===== config.mk =====
export PLATFORM = sky130hd
export DESIGN_NAME = cmt_clkgen_ctrl
export DESIGN_NICKNAME = d
export VERILOG_FILES = /design/src/rtl/cmt_clkgen_ctrl.sv
export SDC_FILE = /design/constraint.sdc
export NUM_CORES = 1
export LEC_CHECK = 0
export CORE_UTILIZATION = 55
export CTS_BUF_LIST = sky130_fd_sc_hd__clkbuf_8
export DETAILED_ROUTE_END_ITERATION = 10
export GPL_TIMING_DRIVEN = 0
export PLACE_DENSITY = 0.79
export SLEW_MARGIN = 15
export SYNTH_ARGS = -nofsm -noshare
export SYNTH_HDL_FRONTEND = slang
export SYNTH_SLANG_ARGS = --single-unit

===== constraint.sdc =====
create_clock -name CLK -period 3.3 [get_ports CLK]
set_input_delay 0.495 -clock CLK [delete_from_list [all_inputs] [get_ports CLK]]
set_output_delay 0.495 -clock CLK [all_outputs]
set_load 0.005 [all_outputs]

===== src/rtl/cmt_clkgen_ctrl.sv =====
// Run-time M/D reprogramming controller for DCM_CLKGEN with staggered BUFGCE re-enable.
// Latency: outputs registered, one cycle after the state decision; LOCKED seen after 2-flop sync.
// Backpressure: REQ_READY only in IDLE; CMT_CLKGEN_AUTOINIT_EN programs the defaults after reset.
module cmt_clkgen_ctrl #(
  parameter int NUM_CE      = 2,
  parameter int M_DEFAULT   = 30,
  parameter int D_DEFAULT   = 8,
  parameter int GATE_CYCLES = 4,
  parameter int STAGGER     = 16,
  parameter int TIMEOUT     = 65535,
  parameter int RST_CYCLES  = 8
) (
  input  logic              CLK,
  input  logic              RESET_N,
  input  logic              REQ_VALID,
  output logic              REQ_READY,
  input  logic [8:0]        REQ_M,
  input  logic [8:0]        REQ_D,
  output logic              PROGEN,
  output logic              PROGDATA,
  input  logic              PROGDONE,
  input  logic              LOCKED,
  output logic              DCM_RST,
  output logic [NUM_CE-1:0] CE,
  output logic              BUSY,
  output logic              ERR,
  output logic [8:0]        CUR_M,
  output logic [8:0]        CUR_D
);

  localparam int MAX_A  = (TIMEOUT > STAGGER) ? TIMEOUT : STAGGER;
  localparam int MAX_B  = (GATE_CYCLES > RST_CYCLES) ? GATE_CYCLES : RST_CYCLES;
  localparam int MAX_V  = (MAX_A > MAX_B) ? MAX_A : MAX_B;
  localparam int CW_RAW = $clog2(MAX_V) + 1;
  // The counter also indexes the 10-bit serial words, so never narrower than 4 bits.
  localparam int CW     = (CW_RAW < 4) ? 4 : CW_RAW;

  typedef enum logic [3:0] {
    S_IDLE, S_GATE_OFF, S_LOAD_D, S_GAP1, S_LOAD_M, S_GAP2,
    S_GO, S_WAIT_DONE, S_WAIT_LOCK, S_DCM_RESET, S_UNGATE
  } state_t;

`ifdef CMT_CLKGEN_AUTOINIT_EN
  localparam state_t RST_STATE = S_GATE_OFF;
`else
  localparam state_t RST_STATE = S_WAIT_LOCK;
`endif

  state_t              state_q, state_n;
  logic [CW-1:0]       cnt_q, cnt_n;
  logic [4:0]          ch_q, ch_n;
  logic                lk_meta, lk;
  logic [8:0]          req_m_q, req_d_q;
  logic [7:0]          m_lo, d_lo;
  logic [9:0]          mw, dw;
  logic [NUM_CE-1:0]   ce_n;
  logic                err_n, progen_n, progdata_n, req_bad;

  assign m_lo = 8'(req_m_q - 9'd1);
  assign d_lo = 8'(req_d_q - 9'd1);
  assign dw   = {d_lo, 2'b01};
  assign mw   = {m_lo, 2'b11};
  assign req_bad = (REQ_M < 9'd2) || (REQ_M > 9'd256) || (REQ_D == 9'd0) || (REQ_D > 9'd256);

  always_comb begin
    state_n = state_q;
    cnt_n   = cnt_q + 1'b1;
    ch_n    = ch_q;
    ce_n    = CE;
    err_n   = 1'b0;
    case (state_q)
      S_IDLE: begin
        if (!lk) begin
          state_n = S_WAIT_LOCK;
          ce_n    = '0;
          err_n   = 1'b1;
        end else if (REQ_VALID && REQ_READY) begin
          if (req_bad) begin
            err_n = 1'b1;
          end else begin
            state_n = S_GATE_OFF;
            ce_n    = '0;
          end
        end
      end
      S_GATE_OFF:  if (cnt_q == CW'(GATE_CYCLES - 1)) state_n = S_LOAD_D;
      S_LOAD_D:    if (cnt_q == CW'(9)) state_n = S_GAP1;
      S_GAP1:      state_n = S_LOAD_M;
      S_LOAD_M:    if (cnt_q == CW'(9)) state_n = S_GAP2;
      S_GAP2:      state_n = S_GO;
      S_GO:        state_n = S_WAIT_DONE;
      S_WAIT_DONE: begin
        if (PROGDONE) begin
          state_n = S_WAIT_LOCK;
        end else if (cnt_q == CW'(TIMEOUT - 1)) begin
          state_n = S_DCM_RESET;
          err_n   = 1'b1;
        end
      end
      S_WAIT_LOCK: begin
        if (lk) begin
          state_n = S_UNGATE;
          ce_n    = NUM_CE'(1);
          ch_n    = '0;
        end else if (cnt_q == CW'(TIMEOUT - 1)) begin
          state_n = S_DCM_RESET;
          err_n   = 1'b1;
        end
      end
      S_DCM_RESET: if (cnt_q == CW'(RST_CYCLES - 1)) state_n = S_WAIT_LOCK;
      S_UNGATE: begin
        if (!lk) begin
          state_n = S_WAIT_LOCK;
          ce_n    = '0;
          err_n   = 1'b1;
        end else if (cnt_q == CW'(STAGGER - 1)) begin
          cnt_n = '0;
          if (ch_q == 5'(NUM_CE - 1)) begin
            state_n = S_IDLE;
          end else begin
            ch_n = ch_q + 5'd1;
            // Channels enable in index order, so shifting in a one sets the next gate.
            ce_n = (CE << 1) | NUM_CE'(1);
          end
        end
      end
      default: state_n = RST_STATE;
    endcase
    if (state_n != state_q) cnt_n = '0;

    progen_n   = (state_n == S_LOAD_D) || (state_n == S_LOAD_M) || (state_n == S_GO);
    progdata_n = 1'b0;
    if (state_n == S_LOAD_D) progdata_n = dw[cnt_n[3:0]];
    if (state_n == S_LOAD_M) progdata_n = mw[cnt_n[3:0]];
  end

  always_ff @(posedge CLK or negedge RESET_N) begin
    if (!RESET_N) begin
      state_q   <= RST_STATE;
      cnt_q     <= '0;
      ch_q      <= '0;
      lk_meta   <= 1'b0;
      lk        <= 1'b0;
      req_m_q   <= 9'(M_DEFAULT);
      req_d_q   <= 9'(D_DEFAULT);
      CE        <= '0;
      PROGEN    <= 1'b0;
      PROGDATA  <= 1'b0;
      DCM_RST   <= 1'b0;
      ERR       <= 1'b0;
      BUSY      <= 1'b1;
      REQ_READY <= 1'b0;
      CUR_M     <= 9'(M_DEFAULT);
      CUR_D     <= 9'(D_DEFAULT);
    end else begin
      state_q   <= state_n;
      cnt_q     <= cnt_n;
      ch_q      <= ch_n;
      lk_meta   <= LOCKED;
      lk        <= lk_meta;
      CE        <= ce_n;
      PROGEN    <= progen_n;
      PROGDATA  <= progdata_n;
      DCM_RST   <= (state_n == S_DCM_RESET);
      ERR       <= err_n;
      BUSY      <= (state_n != S_IDLE);
      REQ_READY <= (state_n == S_IDLE);
      if (REQ_VALID && REQ_READY) begin
        req_m_q <= REQ_M;
        req_d_q <= REQ_D;
      end
      if (state_q == S_WAIT_DONE && PROGDONE) begin
        CUR_M <= req_m_q;
        CUR_D <= req_d_q;
      end
    end
  end

endmodule

* Yosys cells after proc, flatten, opt, wreduce, memory -nomap -nowiden
Index checks and enable logic that the tools add are counted.
** Storage, ports and cells
- Bits in registers :: 72
- Bits of input ports :: 23
- Output and inout port bits :: 26
- Word-level logic and storage cells :: 113
** Cells by class
- Add/sub/neg operators :: 4
- Magnitude comparators :: 4
- Equal/unequal tests :: 29
- Mux-type cells :: 45
- Reductions and logical operators :: 15
** Operator list (number)
- $mux W17 :: 4
- $mux W4 :: 13
- $pmux W4 S11 :: 1
- $eq A17 B4 Y1 const B :: 2
- $eq A4 B3 Y1 const B :: 6
- $mux W5 :: 4
- $gt A9 B9 Y1 const B :: 2
- $add A17 B1 Y17 const B :: 1
- $eq A17 B16 Y1 const B :: 1
- $eq A17 B2 Y1 const B :: 1
- $eq A17 B3 Y1 const B :: 1
- $eq A4 B4 Y1 const B :: 4
- $sub A8 B1 Y8 const B :: 2
- $mux W2 :: 7
- $eq A4 B2 Y1 const B :: 3
- $ne A3 B3 Y1 const B :: 4
- $mux W1 :: 11
- $pmux W5 S2 :: 1
- $logic_not A9 Y1 :: 1
- $lt A9 B2 Y1 const B :: 1
- $bmux W1 S4 :: 2
- $logic_not A4 Y1 :: 2
- $ne A2 B2 Y1 const B :: 4
- $pmux W2 S3 :: 1
- other kinds (13) :: 18

* Depth between registers and ports, before layout
- Word-level depth :: 14
- Mapped depth :: 12
- Gate-level depth less buffers :: 12

* Least setup slack after synthesis
Ideal clock, no wire load.
- Path kind :: input to register
- Start :: input port REQ_D[5]
- End :: register PROGDATA
- Setup time :: 0.139 ns
- Arrival time :: 2.669 ns
- Required time :: 3.161 ns
- Slack :: 0.492 ns
- Cell stages on the path :: 9
- Path buffers :: 0
- Path through :: or4_1 > or3_1 > o211a_2 > nand3_2 > a31oi_4 > or3_4 > a2111oi_2 > a2111o_1 > o311ai_1
** Between the ends
- Word-level cells in the longest chain between the ends :: 13
- Elaborated cells between the ends (all ways) :: 18
- Classes of those cells :: order compare: 1; eq/ne: 3; mux: 11; reduce/logical: 3
** RTL lines
- start, declared :: RTL line 18 : input logic [8:0] REQ_D,
- branches (longest 2 deep; another with $gt A9 B9 Y1)
- $logic_or A1 B1 Y1 * :: RTL line 63 : assign req_bad = (REQ_M < 9'd2) || (REQ_M > 9'd256) || (REQ_D == 9'd0) || (REQ_D > 9'd256);
- $mux W4 * :: RTL line 78 : if (req_bad) begin
- $mux W4 * :: RTL line 77 : end else if (REQ_VALID && REQ_READY) begin
- $mux W4 * :: RTL line 73 : if (!lk) begin
- $pmux W4 S11 * :: RTL line 71 : case (state_q)
- $ne A4 B4 Y1 :: RTL line 129 : if (state_n != state_q) cnt_n = '0;
- $mux W17 :: RTL line 129
- $bmux W1 S4 :: RTL line 133 : if (state_n == S_LOAD_D) progdata_n = dw[cnt_n[3:0]];
- $mux W1 (implied by the code) :: RTL line 133
- $mux W1 :: RTL line 133
- $mux W1 * :: RTL line 134 : if (state_n == S_LOAD_M) progdata_n = mw[cnt_n[3:0]];
- via progdata_n :: RTL line 57 : logic err_n, progen_n, progdata_n, req_bad;
- end signal, assigned :: RTL line 163 : PROGDATA <= progdata_n;
- end, declared :: RTL line 20 : output logic PROGDATA,
Mark *: on every way through the listed nets, which the timed path passes. The select of a mux whose other input is x is not followed.
A chain may end at the register's enable or synchronous reset.

* Worst setup path in the final report
- Start :: register state_q[2]
- End :: register PROGDATA
** Between the ends
- Word-level cells in the longest chain between the ends :: 10
- Elaborated cells between the ends (all ways) :: 36
- Classes of those cells :: eq/ne: 13; mux: 22; reduce/logical: 1
** RTL lines
- start, declared :: RTL line 49 : state_t state_q, state_n;
- start signal, assigned :: RTL line 156 : state_q <= state_n;
- $mux W4, on equally long branches :: RTL line 118, 78
- $mux W4, on equally long branches :: RTL line 116, 77
- $mux W4, on equally long branches :: RTL line 112, 73
- $pmux W4 S11 :: RTL line 71
- $ne A4 B4 Y1 :: RTL line 129
- $mux W17 :: RTL line 129
- $bmux W1 S4 :: RTL line 133
- $mux W1 (implied by the code) :: RTL line 133
- $mux W1 :: RTL line 133
- $mux W1 * :: RTL line 134
- via progdata_n :: RTL line 57
The timed path passes the listed nets; every way through them passes the cells marked *. The select of a mux whose other input is x is not followed.

==> results.md <==
* Yosys reg bits at 72
* Initial Utilization at 57.66%
* First-pass GRT wire length at 14840 um
* Dpl ws at -0.1463 ns
* EDFF count, synth at 0
* CP most frequent cell: clkbuf_1
* Die width at 87.10 um
* Post-Synthesis Cells at 397
* Commonest cells in the netlist: dfrtp_1 (60), nor2_1 (40), mux2_2 (27)
* Worst Hold Class: reg -> reg
* Area fraction of the dominant cell type after synthesis at 37.70%
* Worst-path clk slew at 0.08 ns
* Critical Path AT at 3.31 ns
* Crit path max-delay family: simple AND/OR/NAND/NOR gates
* Synth area leaders: dfrtp_1 (38%), dfstp_2 (7.9%), mux2_2 (7.6%)
* Setup repair after global routing missed its margin: no
* Gr ovfl total at 0
* 1st-pass router iterations at 4
* Worst slew margin at 60.31%
* Die ar. at 0.007586 mm^2
* Via density at 5.875
* Largest net degree at the start of global routing at 59
* Vias in the first global route at 3092
* Final Setup Violations at 0
* Slew @ Worst Pin at 0.5898 ns
* Die H at 87.10 um
* Antenna viol nets, final at 0
* Area of the multi-input gates at 0.002026 mm^2
* Max rail drop VDD at 410.3 uV
* Final net count at 488
* Initial antenna violation count at 0
* Most common cell in the netlist: dfrtp_1
* Final WL at 8973 um
* Seq/Total Area, Yosys at 45.62%
* FILL cells at 522
* Worst EP required at 3.50 ns
* Final cell count without fillers at 559
* Detailed Place HPWL at 6621 um
* Root buffer cell: clkbuf_8
* CTS Buf Count at 9
* Synth Flop Type: dfrtp_1
* Library cells used by synthesis at 66
* Vias at 3284
* Pleak at 2.015 nW
* Worst path cell trace: clkbuf_1, clkbuf_1, nand3b_1, nor2_1, nor3b_1, nand2_1, or3_4, a2111oi_2, a2111o_1, o311ai_1
* Rows at 30
* GPL Wtd Cong at 0.9007
* Clk_lat worst skew at 0.34 ns
* Core ar. at 0.006907 mm^2
* Max-Cap Viols at 0
* Setup TNS at 0 ns
* Synth Net Count at 427
* Layout cells sized above 1 at 15.12%
* CTS max path bufs at 2
* Pwr per Cell Area at 688.0 mW/mm^2
* Period utilization at 94.24%
* Placed cells at 542
* Area leader, netlist: dfrtp_1
* DR WL/cell at 16.05 um
* Crit-path slowest cell: or3_4
* Port Buffers at 48
* Final WS setup at 0.1900 ns
* Number of I/O pins at 49
* Slew Viols, Final at 0
* Residual DRC count at 0
* Startpoint Class: flip-flop
* Iteration-0 DRC Markers at 189
* H-tree lvl count at 3
* ANT cells at 0
* Sum of buffers and inverters on the critical path at 2
* # clock sinks at 72
* All-layer global routing usage at 25.51%
* Avg Synthesized Cell Area at 10.03 um^2
* P&R area growth vs syn at 21.14%
* Status: finished clean
* Kind of critical path: reg -> reg
* Sequential standard cell area at 0.001817 mm^2
* YS warnings at 0
* Clock Skews at 0.008626 ns
* Critical Path End Type: flip-flop
* CP Max Fanout at 10
* CP max stage delay at 0.41 ns
* CTS tree: built
* Fmax at 0.3215 GHz
* Crit path time final at 3.110 ns
* PnR Total Power at 3.319 mW
* Fraction of registers with async set or reset after synthesis at 100.0%
* Synthesized cell area at 0.003983 mm^2
* Final hold vios at 0
report_power, final:
group	internal (mW)	leakage [nW]	switching, mW
clock	0.388	0.101	0.332
sequential	1.09	0.924	0.177
combinational	0.581	0.990	0.747
total	2.06	2.02	1.26
layout by cell type (no fill, tap or decap), types with 5 or more instances in the layout:
cell type | Yosys | routed
nor3_1 | 8 | 8
nand4_1 | 12 | 12
mux2_2 | 27 | 27
clkbuf_8 | 0 | 11
or4_1 | 5 | 5
dfrtp_1 | 60 | 60
dfstp_2 | 12 | 12
xor2_1 | 16 | 16
o21ai_0 | 17 | 17
ha_1 | 7 | 7
nor2_1 | 40 | 40
xnor2_1 | 9 | 9
nor4_1 | 6 | 6
clkbuf_1 | 12 | 12
nand2_1 | 26 | 26
clkdlybuf4s50_1 | 0 | 47
nor2b_1 | 6 | 6
a21oi_1 | 11 | 11
inv_1 | 18 | 18
nand3_1 | 18 | 18
nand2b_1 | 7 | 7
nand3b_1 | 6 | 6
kinds of logic (layout without fill, tap and decap cells):
logic type               Yosys count  in the layout  share of synthesized area (%)
AO/OA/AOI/OAI                     70             70                          12.94
XOR/XNOR                          25             25                          5.498
adder cells (fa/ha/maj)            7              7                          2.199
buffers and inverters             35            101                          3.518
flip-flops                        72             72                          45.62
multiplexers                      29             29                          8.137
AND/OR/NAND/NOR                  159            159                          22.09
final cells by class:
type | instances | share of cell area [%]
repair buffers | 50 | 10.68
clock inverters | 5 | 1.141
well taps | 96 | 2.490
clock buffers | 11 | 3.138
plain buffers | 17 | 1.504
flip-flops and latches | 72 | 37.66
inverters | 18 | 1.400
multi-input cells | 290 | 41.99
routing by layer:
| metal | global-route usage, % | wire, um | share of wire [%] | vias up |
|---|---|---|---|---|
| li1 | - | - | - | 1566 |
| met1 | 34.09 | 4042 | 45 | 1565 |
| met2 | 40.87 | 4223 | 47 | 126 |
| met3 | 4.550 | 478 | 5.3 | 27 |
| met4 | 11.18 | 229 | 2.6 | 0 |
| met5 | 0 | 0 | 0 | - |
state kept, by name, summed over array words and instances, names as in the netlist:
signal / count
state_q: 4
CE: 2
ch_q: 5
CUR_D: 9
lk_meta: 1
PROGDATA: 1
req_m_q: 9
DCM_RST: 1
req_d_q: 9
PROGEN: 1
cnt_q: 17
ERR: 1
BUSY: 1
REQ_READY: 1
CUR_M: 9
lk: 1
repair_timing:
item	4_1_cts	5_1_grt
resized for setup	0	0
hold endpoints to repair	6	0
setup buffers	0	0
hold buffers	1	0
metrics by stage:
step / hold slack [ns] / cell area, um^2 / utilization, %
final: 0.3630 / 4825 / 69.86
after global routing: 0.3849 / 4825 / 69.86
after CTS: 0.3599 / 4825 / 69.86
after detailed placement: 0.3379 / 4608 / 66.72
after global placement: 0.3379 / 4583 / 66.36
after floorplan: 0.1994 / 3983 / -
worst reg2reg max path, cell delays in order (launching register included):
cell	delay (ns)
dfrtp_1	0.34
clkbuf_1	0.34
clkbuf_1	0.36
nand3b_1	0.25
nor2_1	0.13
nor3b_1	0.36
nand2_1	0.20
or3_4	0.41
a2111oi_2	0.31
a2111o_1	0.18
o311ai_1	0.11
worst paths after layout:
check,startpoint,cells after the start,endpoint,slack (ns)
worst max-delay path,state_q[2],10,PROGDATA,0.19
worst min-delay path,lk_meta,0,lk,0.36
worst max register to register,state_q[2],10,PROGDATA,0.19
worst min register to register,lk_meta,0,lk,0.36
max in group asynchronous,RESET_N,3,CUR_D[3],2.16
min in group asynchronous,RESET_N,2,CE[0],0.54
Power figures use the tool's default switching activity.
